`config.mk`:
```
export PLATFORM = sky130hd
export DESIGN_NAME = alu_sequencer_flat
export DESIGN_NICKNAME = d
export VERILOG_FILES = /design/src/rtl/alu_sequencer_if.sv /design/src/rtl/alu_sequencer.sv /design/src/flat_wrapper.sv
export SDC_FILE = /design/constraint.sdc
export NUM_CORES = 1
export LEC_CHECK = 0
export BUFFER_PORTS_ARGS = -buffer_cell sky130_fd_sc_hd__clkbuf_2
export CAP_MARGIN = 25
export CORE_MARGIN = 4
export CORE_UTILIZATION = 52
export DETAILED_ROUTE_END_ITERATION = 8
export PLACE_DENSITY = 0.88
export SYNTH_ARGS = -nofsm -noshare
export SYNTH_HDL_FRONTEND = slang
export SYNTH_SLANG_ARGS = --single-unit
```
`constraint.sdc`:
```
create_clock -name clock -period 3.46 [get_ports clock]
set_clock_uncertainty 0.15 [all_clocks]
set_input_delay 0.173 -clock clock [delete_from_list [all_inputs] [get_ports clock]]
set_output_delay 0.173 -clock clock [all_outputs]
set_load 0.005 [all_outputs]
```
`src/rtl/alu_sequencer_if.sv`:
```
// alu_sequencer_if: command, ALU-drive and response bundle for the ALU sequencer
//   cmd_*: command handshake and operands into the sequencer
//   alu_*: registered operands out to the ALU, with the combinational result back
//   rsp_*: result handshake out of the sequencer
//   slave: the sequencer's view; master: the environment's view
interface alu_sequencer_if;
  logic       cmd_valid;
  logic       cmd_ready;
  logic [2:0] cmd_sel;
  logic [7:0] cmd_a;
  logic [7:0] cmd_b;
  logic       cmd_cin;
  logic [7:0] alu_a;
  logic [7:0] alu_b;
  logic [2:0] alu_sel;
  logic       alu_cin;
  logic [7:0] alu_out;
  logic       alu_ovf;
  logic       rsp_valid;
  logic       rsp_ready;
  logic [7:0] rsp_data;
  logic       rsp_overflow;
  modport slave (
    input  cmd_valid, cmd_sel, cmd_a, cmd_b, cmd_cin, alu_out, alu_ovf, rsp_ready,
    output cmd_ready, alu_a, alu_b, alu_sel, alu_cin, rsp_valid, rsp_data, rsp_overflow
  );
  modport master (
    output cmd_valid, cmd_sel, cmd_a, cmd_b, cmd_cin, alu_out, alu_ovf, rsp_ready,
    input  cmd_ready, alu_a, alu_b, alu_sel, alu_cin, rsp_valid, rsp_data, rsp_overflow
  );
endinterface

```
`src/rtl/alu_sequencer.sv`:
```
// alu_sequencer: sequences commands through the 8-bit ALU and runs shifts internally
//   clock, clear_n: rising-edge clock, synchronous active-low reset
//   bus: command in, ALU drive/return, response out (alu_sequencer_if.slave)
//   busy: high whenever the sequencer is not idle
module alu_sequencer #(
  parameter int SETTLE_CYCLES = 1
) (
  input  logic            clock,
  input  logic            clear_n,
  alu_sequencer_if.slave  bus,
  output logic            busy
);
  typedef enum logic [1:0] {IDLE, EXEC, SHIFT, RESP} state_t;
  state_t     state, state_n;
  logic [3:0] cnt;
  logic [7:0] sh;
  logic [2:0] amt;
  logic       sticky;
  logic       accept;
  logic       shift_op;
  assign accept   = bus.cmd_valid && state == IDLE;
  assign shift_op = bus.cmd_sel[2] & bus.cmd_sel[1];
  always_ff @(posedge clock)
    if (!clear_n) state <= IDLE;
    else          state <= state_n;
  always_comb begin
    state_n       = state;
    bus.cmd_ready = 1'b0;
    bus.rsp_valid = 1'b0;
    busy          = 1'b1;
    case (state)
      IDLE: begin
        bus.cmd_ready = 1'b1;
        busy          = 1'b0;
        state_n       = accept ? (shift_op ? SHIFT : EXEC) : IDLE;
      end
      EXEC:  state_n = cnt == 4'd1 ? RESP : EXEC;
      SHIFT: state_n = amt == 3'd0 ? RESP : SHIFT;
      RESP: begin
        bus.rsp_valid = 1'b1;
        state_n       = bus.rsp_ready ? IDLE : RESP;
      end
      default: state_n = IDLE;
    endcase
  end
  always_ff @(posedge clock)
    if (!clear_n) begin
      bus.alu_a        <= '0;
      bus.alu_b        <= '0;
      bus.alu_sel      <= '0;
      bus.alu_cin      <= 1'b0;
      bus.rsp_data     <= '0;
      bus.rsp_overflow <= 1'b0;
      cnt              <= '0;
      sh               <= '0;
      amt              <= '0;
      sticky           <= 1'b0;
    end else begin
      if (accept) begin
        bus.alu_a   <= bus.cmd_a;
        bus.alu_b   <= bus.cmd_b;
        bus.alu_sel <= bus.cmd_sel;
        bus.alu_cin <= bus.cmd_cin;
        cnt         <= 4'(SETTLE_CYCLES);
        sh          <= bus.cmd_a;
        amt         <= bus.cmd_b[2:0];
        sticky      <= 1'b0;
      end
      if (state == EXEC) begin
        cnt <= cnt - 4'd1;
        if (cnt == 4'd1) begin
          bus.rsp_data     <= bus.alu_out;
          // only the adder drives a meaningful overflow; other selects leave it undefined
          bus.rsp_overflow <= bus.alu_sel == 3'd0 && bus.alu_ovf;
        end
      end
      // shifts never touch alu_out, so an unwired shift path cannot leak into the result
      if (state == SHIFT) begin
        if (amt == 3'd0) begin
          bus.rsp_data     <= sh;
          bus.rsp_overflow <= sticky;
        end else begin
          sh     <= bus.alu_sel[0] ? sh >> 1 : sh << 1;
          sticky <= sticky | (bus.alu_sel[0] ? sh[0] : sh[7]);
          amt    <= amt - 3'd1;
        end
      end
    end
endmodule

```
`src/flat_wrapper.sv`:
```
// flat-port wrapper written by rule: the top's interface ports become plain ports
module alu_sequencer_flat 
#(
  parameter int SETTLE_CYCLES = 1
)
  (clock, clear_n, busy, bus_cmd_valid, bus_cmd_sel, bus_cmd_a, bus_cmd_b, bus_cmd_cin, bus_alu_out, bus_alu_ovf, bus_rsp_ready, bus_cmd_ready, bus_alu_a, bus_alu_b, bus_alu_sel, bus_alu_cin, bus_rsp_valid, bus_rsp_data, bus_rsp_overflow);
  alu_sequencer_if bus_i ();
  input  logic clock;
  input  logic clear_n;
  output logic busy;
  input wire logic [$bits(bus_i.cmd_valid)-1:0] bus_cmd_valid;
  input wire logic [$bits(bus_i.cmd_sel)-1:0] bus_cmd_sel;
  input wire logic [$bits(bus_i.cmd_a)-1:0] bus_cmd_a;
  input wire logic [$bits(bus_i.cmd_b)-1:0] bus_cmd_b;
  input wire logic [$bits(bus_i.cmd_cin)-1:0] bus_cmd_cin;
  input wire logic [$bits(bus_i.alu_out)-1:0] bus_alu_out;
  input wire logic [$bits(bus_i.alu_ovf)-1:0] bus_alu_ovf;
  input wire logic [$bits(bus_i.rsp_ready)-1:0] bus_rsp_ready;
  output wire logic [$bits(bus_i.cmd_ready)-1:0] bus_cmd_ready;
  output wire logic [$bits(bus_i.alu_a)-1:0] bus_alu_a;
  output wire logic [$bits(bus_i.alu_b)-1:0] bus_alu_b;
  output wire logic [$bits(bus_i.alu_sel)-1:0] bus_alu_sel;
  output wire logic [$bits(bus_i.alu_cin)-1:0] bus_alu_cin;
  output wire logic [$bits(bus_i.rsp_valid)-1:0] bus_rsp_valid;
  output wire logic [$bits(bus_i.rsp_data)-1:0] bus_rsp_data;
  output wire logic [$bits(bus_i.rsp_overflow)-1:0] bus_rsp_overflow;
  assign bus_i.cmd_valid = bus_cmd_valid;
  assign bus_i.cmd_sel = bus_cmd_sel;
  assign bus_i.cmd_a = bus_cmd_a;
  assign bus_i.cmd_b = bus_cmd_b;
  assign bus_i.cmd_cin = bus_cmd_cin;
  assign bus_i.alu_out = bus_alu_out;
  assign bus_i.alu_ovf = bus_alu_ovf;
  assign bus_i.rsp_ready = bus_rsp_ready;
  assign bus_cmd_ready = bus_i.cmd_ready;
  assign bus_alu_a = bus_i.alu_a;
  assign bus_alu_b = bus_i.alu_b;
  assign bus_alu_sel = bus_i.alu_sel;
  assign bus_alu_cin = bus_i.alu_cin;
  assign bus_rsp_valid = bus_i.rsp_valid;
  assign bus_rsp_data = bus_i.rsp_data;
  assign bus_rsp_overflow = bus_i.rsp_overflow;
  alu_sequencer #(.SETTLE_CYCLES(SETTLE_CYCLES)) u_core (.clock(clock), .clear_n(clear_n), .bus(bus_i), .busy(busy));
endmodule
```
==> flow_summary.json <==
{
  "status": "complete, no violations",
  "worst_slew_pin_slew_ps": 912,
  "cts_resized": 0,
  "postRouteAntennaNets": 0,
  "hold_violations": 0,
  "routabilityCongestion": 0.754,
  "clk_latency_ps": 300,
  "ctsHoldBuffers": 23,
  "synth_most_common_cell": "nand2_1",
  "core_area_mm2": 0.00374,
  "period_minus_slack_ps": 1950,
  "synthArstFlopShare_pct": 0,
  "power.density_mw_per_mm2": 474,
  "tns_ps": 0,
  "grt_pass1_vias": 2019,
  "areaGrowthSynthToFinish_pct": 30.4,
  "start_util_pct": 55.0,
  "grt.overflow.total": 0,
  "synthFlopType": "dfxtp_1",
  "cp-start-kind": "flip-flop",
  "cts_max_path_buffers": 2,
  "post-route-drc-count": 0,
  "ios": 65,
  "dpl.hpwl_um": 3470,
  "slew_headroom_pct": 39.1,
  "cts.sink_count": 47,
  "endpoint_kind": "flip-flop",
  "chipWidth_um": 70.9,
  "wire_per_inst_um": 14.7,
  "clkTransAtPathRegs_ps": 80,
  "timing.final.ws_setup_ps": 1510,
  "pre_cts_slack_ps": 1540,
  "total_power_w": 0.00127,
  "antenna_found_initial": 1,
  "nets": 372,
  "path_class": "reg -> reg",
  "grt_first_pass_wirelength_um": 9200,
  "synth_seq_cells": 47,
  "drive_above_1_share_pct": 25.0,
  "post-synth-top-area-cell": "dfxtp_1",
  "synth.avg_cell_area_um2": 8.04,
  "drt_iter0_markers": 114,
  "die_h_um": 70.9,
  "via_per_inst": 5.37,
  "htreeDepth": 2,
  "netlist_top_cells_area": "dfxtp_1 46%, nand2_1 11%, a21oi_1 6.8%",
  "cts-buffers-inserted": 5,
  "synth_seq_area_share_pct": 45.7,
  "post-cts-setup-buffers": 0,
  "synth-edff-count": 0,
  "critical_path.max_fanout": 12,
  "finalCritPeriodShare_pct": 56.3,
  "peakVddDrop_mv": 0.330,
  "yosys-top-cells-count": "60 x nand2_1, 47 x dfxtp_1, 28 x a21oi_1",
  "grt_max_degree": 31,
  "synth_top_area_share_pct": 45.7,
  "synth.distinct_cells": 33,
  "pwr-share-seq_pct": 51.2,
  "synthesis.area_mm2": 0.00206,
  "drv_slew": 0,
  "synth_cells": 256,
  "switchingPower_w": 0.000391,
  "dr_total_vias": 2066,
  "syn_nets": 293,
  "dieArea_mm2": 0.00503,
  "leakage_nw": 1.15,
  "ys_warn_count": 0,
  "timing.fmax_ghz": 0.514,
  "maxCapViolCount": 0,
  "track_usage_pct": 22.7,
  "setup_viol": 0,
  "rsz0062_at_grt": "no",
  "hold_class": "in -> reg",
  "dr.pass1.iters": 5,
  "root_buffer": "clkbuf_8",
  "cts_tree": "built",
  "io_buffers": 64,
  "worstPathArrival_ps": 1990,
  "p_sw_share_pct": 30.7,
  "required_ps": 3500,
  "power.internal_w": 0.000883,
  "routed_wl_um": 5650,
  "power.share.combinational_pct": 23.2,
  "clockPowerShare_pct": 25.5,
  "num_rows": 22,
  "ff2ff_setup_slack_ps": 1510
}
## cells in the final DEF (no fill, tap or decap), drive strengths merged, types with 3 or more instances in the layout
cell type and n:
ha 4, mux2 7, nor3 17, nor2 17, a31oi 9, o21ai 17
nand3 3, nand2 60, dlygate4sd3 23, clkbuf 71, a21oi 28, nor2b 3
nand2b 4, dfxtp 47, nor3b 3, inv 7
## worst paths after layout
check | to | cells after the start | start
setup / recovery | u_core.bus.rsp_data[0]$_SDFF_PN0_ | 4 | u_core.state[0]$_SDFF_PN0_
hold / removal | u_core.bus.rsp_data[4]$_SDFF_PN0_ | 3 | bus_alu_out[4]
setup reg to reg | u_core.bus.rsp_data[0]$_SDFF_PN0_ | 4 | u_core.state[0]$_SDFF_PN0_
hold reg to reg | u_core.bus.alu_b[1]$_SDFFE_PN0P_ | 2 | u_core.bus.alu_b[1]$_SDFFE_PN0P_
## registers in the layout, indices dropped and copies added, names as in the netlist, 2 cells and up
name                 flops
u_core.bus.alu_a         8
u_core.bus.alu_b         8
u_core.bus.rsp_data      8
u_core.sh                8
u_core.cnt               4
u_core.amt               3
u_core.bus.alu_sel       3
u_core.state             2
## power by group through the flow
| stage | Sequential, W | Clock (W) | Combinational [W] |
|---|---|---|---|
| after floorplan | 0.000648 | 0 | 0.000191 |
| final | 0.000652 | 0.000325 | 0.000296 |
| after detailed placement | 0.000663 | 0 | 0.000269 |
| after global placement | 0.000661 | 0 | 0.000262 |
| after CTS | 0.000651 | 0.000323 | 0.000291 |
| after global routing | 0.000661 | 0.000344 | 0.000331 |
## cells by family (layout without fill, tap and decap cells)
kind of cell | count (synthesis) | in the layout | synth area share, %
and+or+nand+nor | 113 | 113 | 26.1
other | 0 | 1 | 0
buffers and inverters | 24 | 104 | 5.35
adders and majority gates | 4 | 4 | 2.43
AOI/OAI and AO/OA | 60 | 60 | 16.2
DFF | 47 | 47 | 45.7
muxes | 8 | 8 | 4.31
## layer usage
| metal | global-route usage (%) | part of all wire [%] | vias to the layer above |
|---|---|---|---|
| met1 | 26.9 | 40 | 934 |
| met5 | 0 | 0 | - |
| met2 | 40.2 | 51 | 79 |
| met3 | 4.55 | 5.9 | 22 |
| li1 | - | - | 1031 |
| met4 | 8.56 | 2.9 | 0 |
## metrics by stage
step	instances	util [%]	area (µm²)	hold slack, ps
after floorplan	256	-	2060	159
after global placement	353	63.3	2370	249
after detailed placement	353	63.3	2370	255
after CTS	384	71.7	2680	1.14
after global routing	385	71.7	2690	12.3
final	385	71.7	2690	1.40
## worst max-delay path, stage by stage (launching register included)
cell      delay (ps)
dfxtp_1          590
nand2b_4         120
or4b_1           720
nor2_1           180
nor3_1            70
## cell type report
type                            instances  area (µm²)
Tap cell                               48        60.1
Timing Repair Buffer                   89         566
Fill cell                             295        1060
Clock buffer                            7        76.3
Clock inverter                          1        5.00
Multi-Input combinational cell        185        1010
Inverter                                7        26.3
Sequential cell                        47         941
Antenna cell                            1        2.50
No activity file was read; power rests on OpenSTA's default activity.
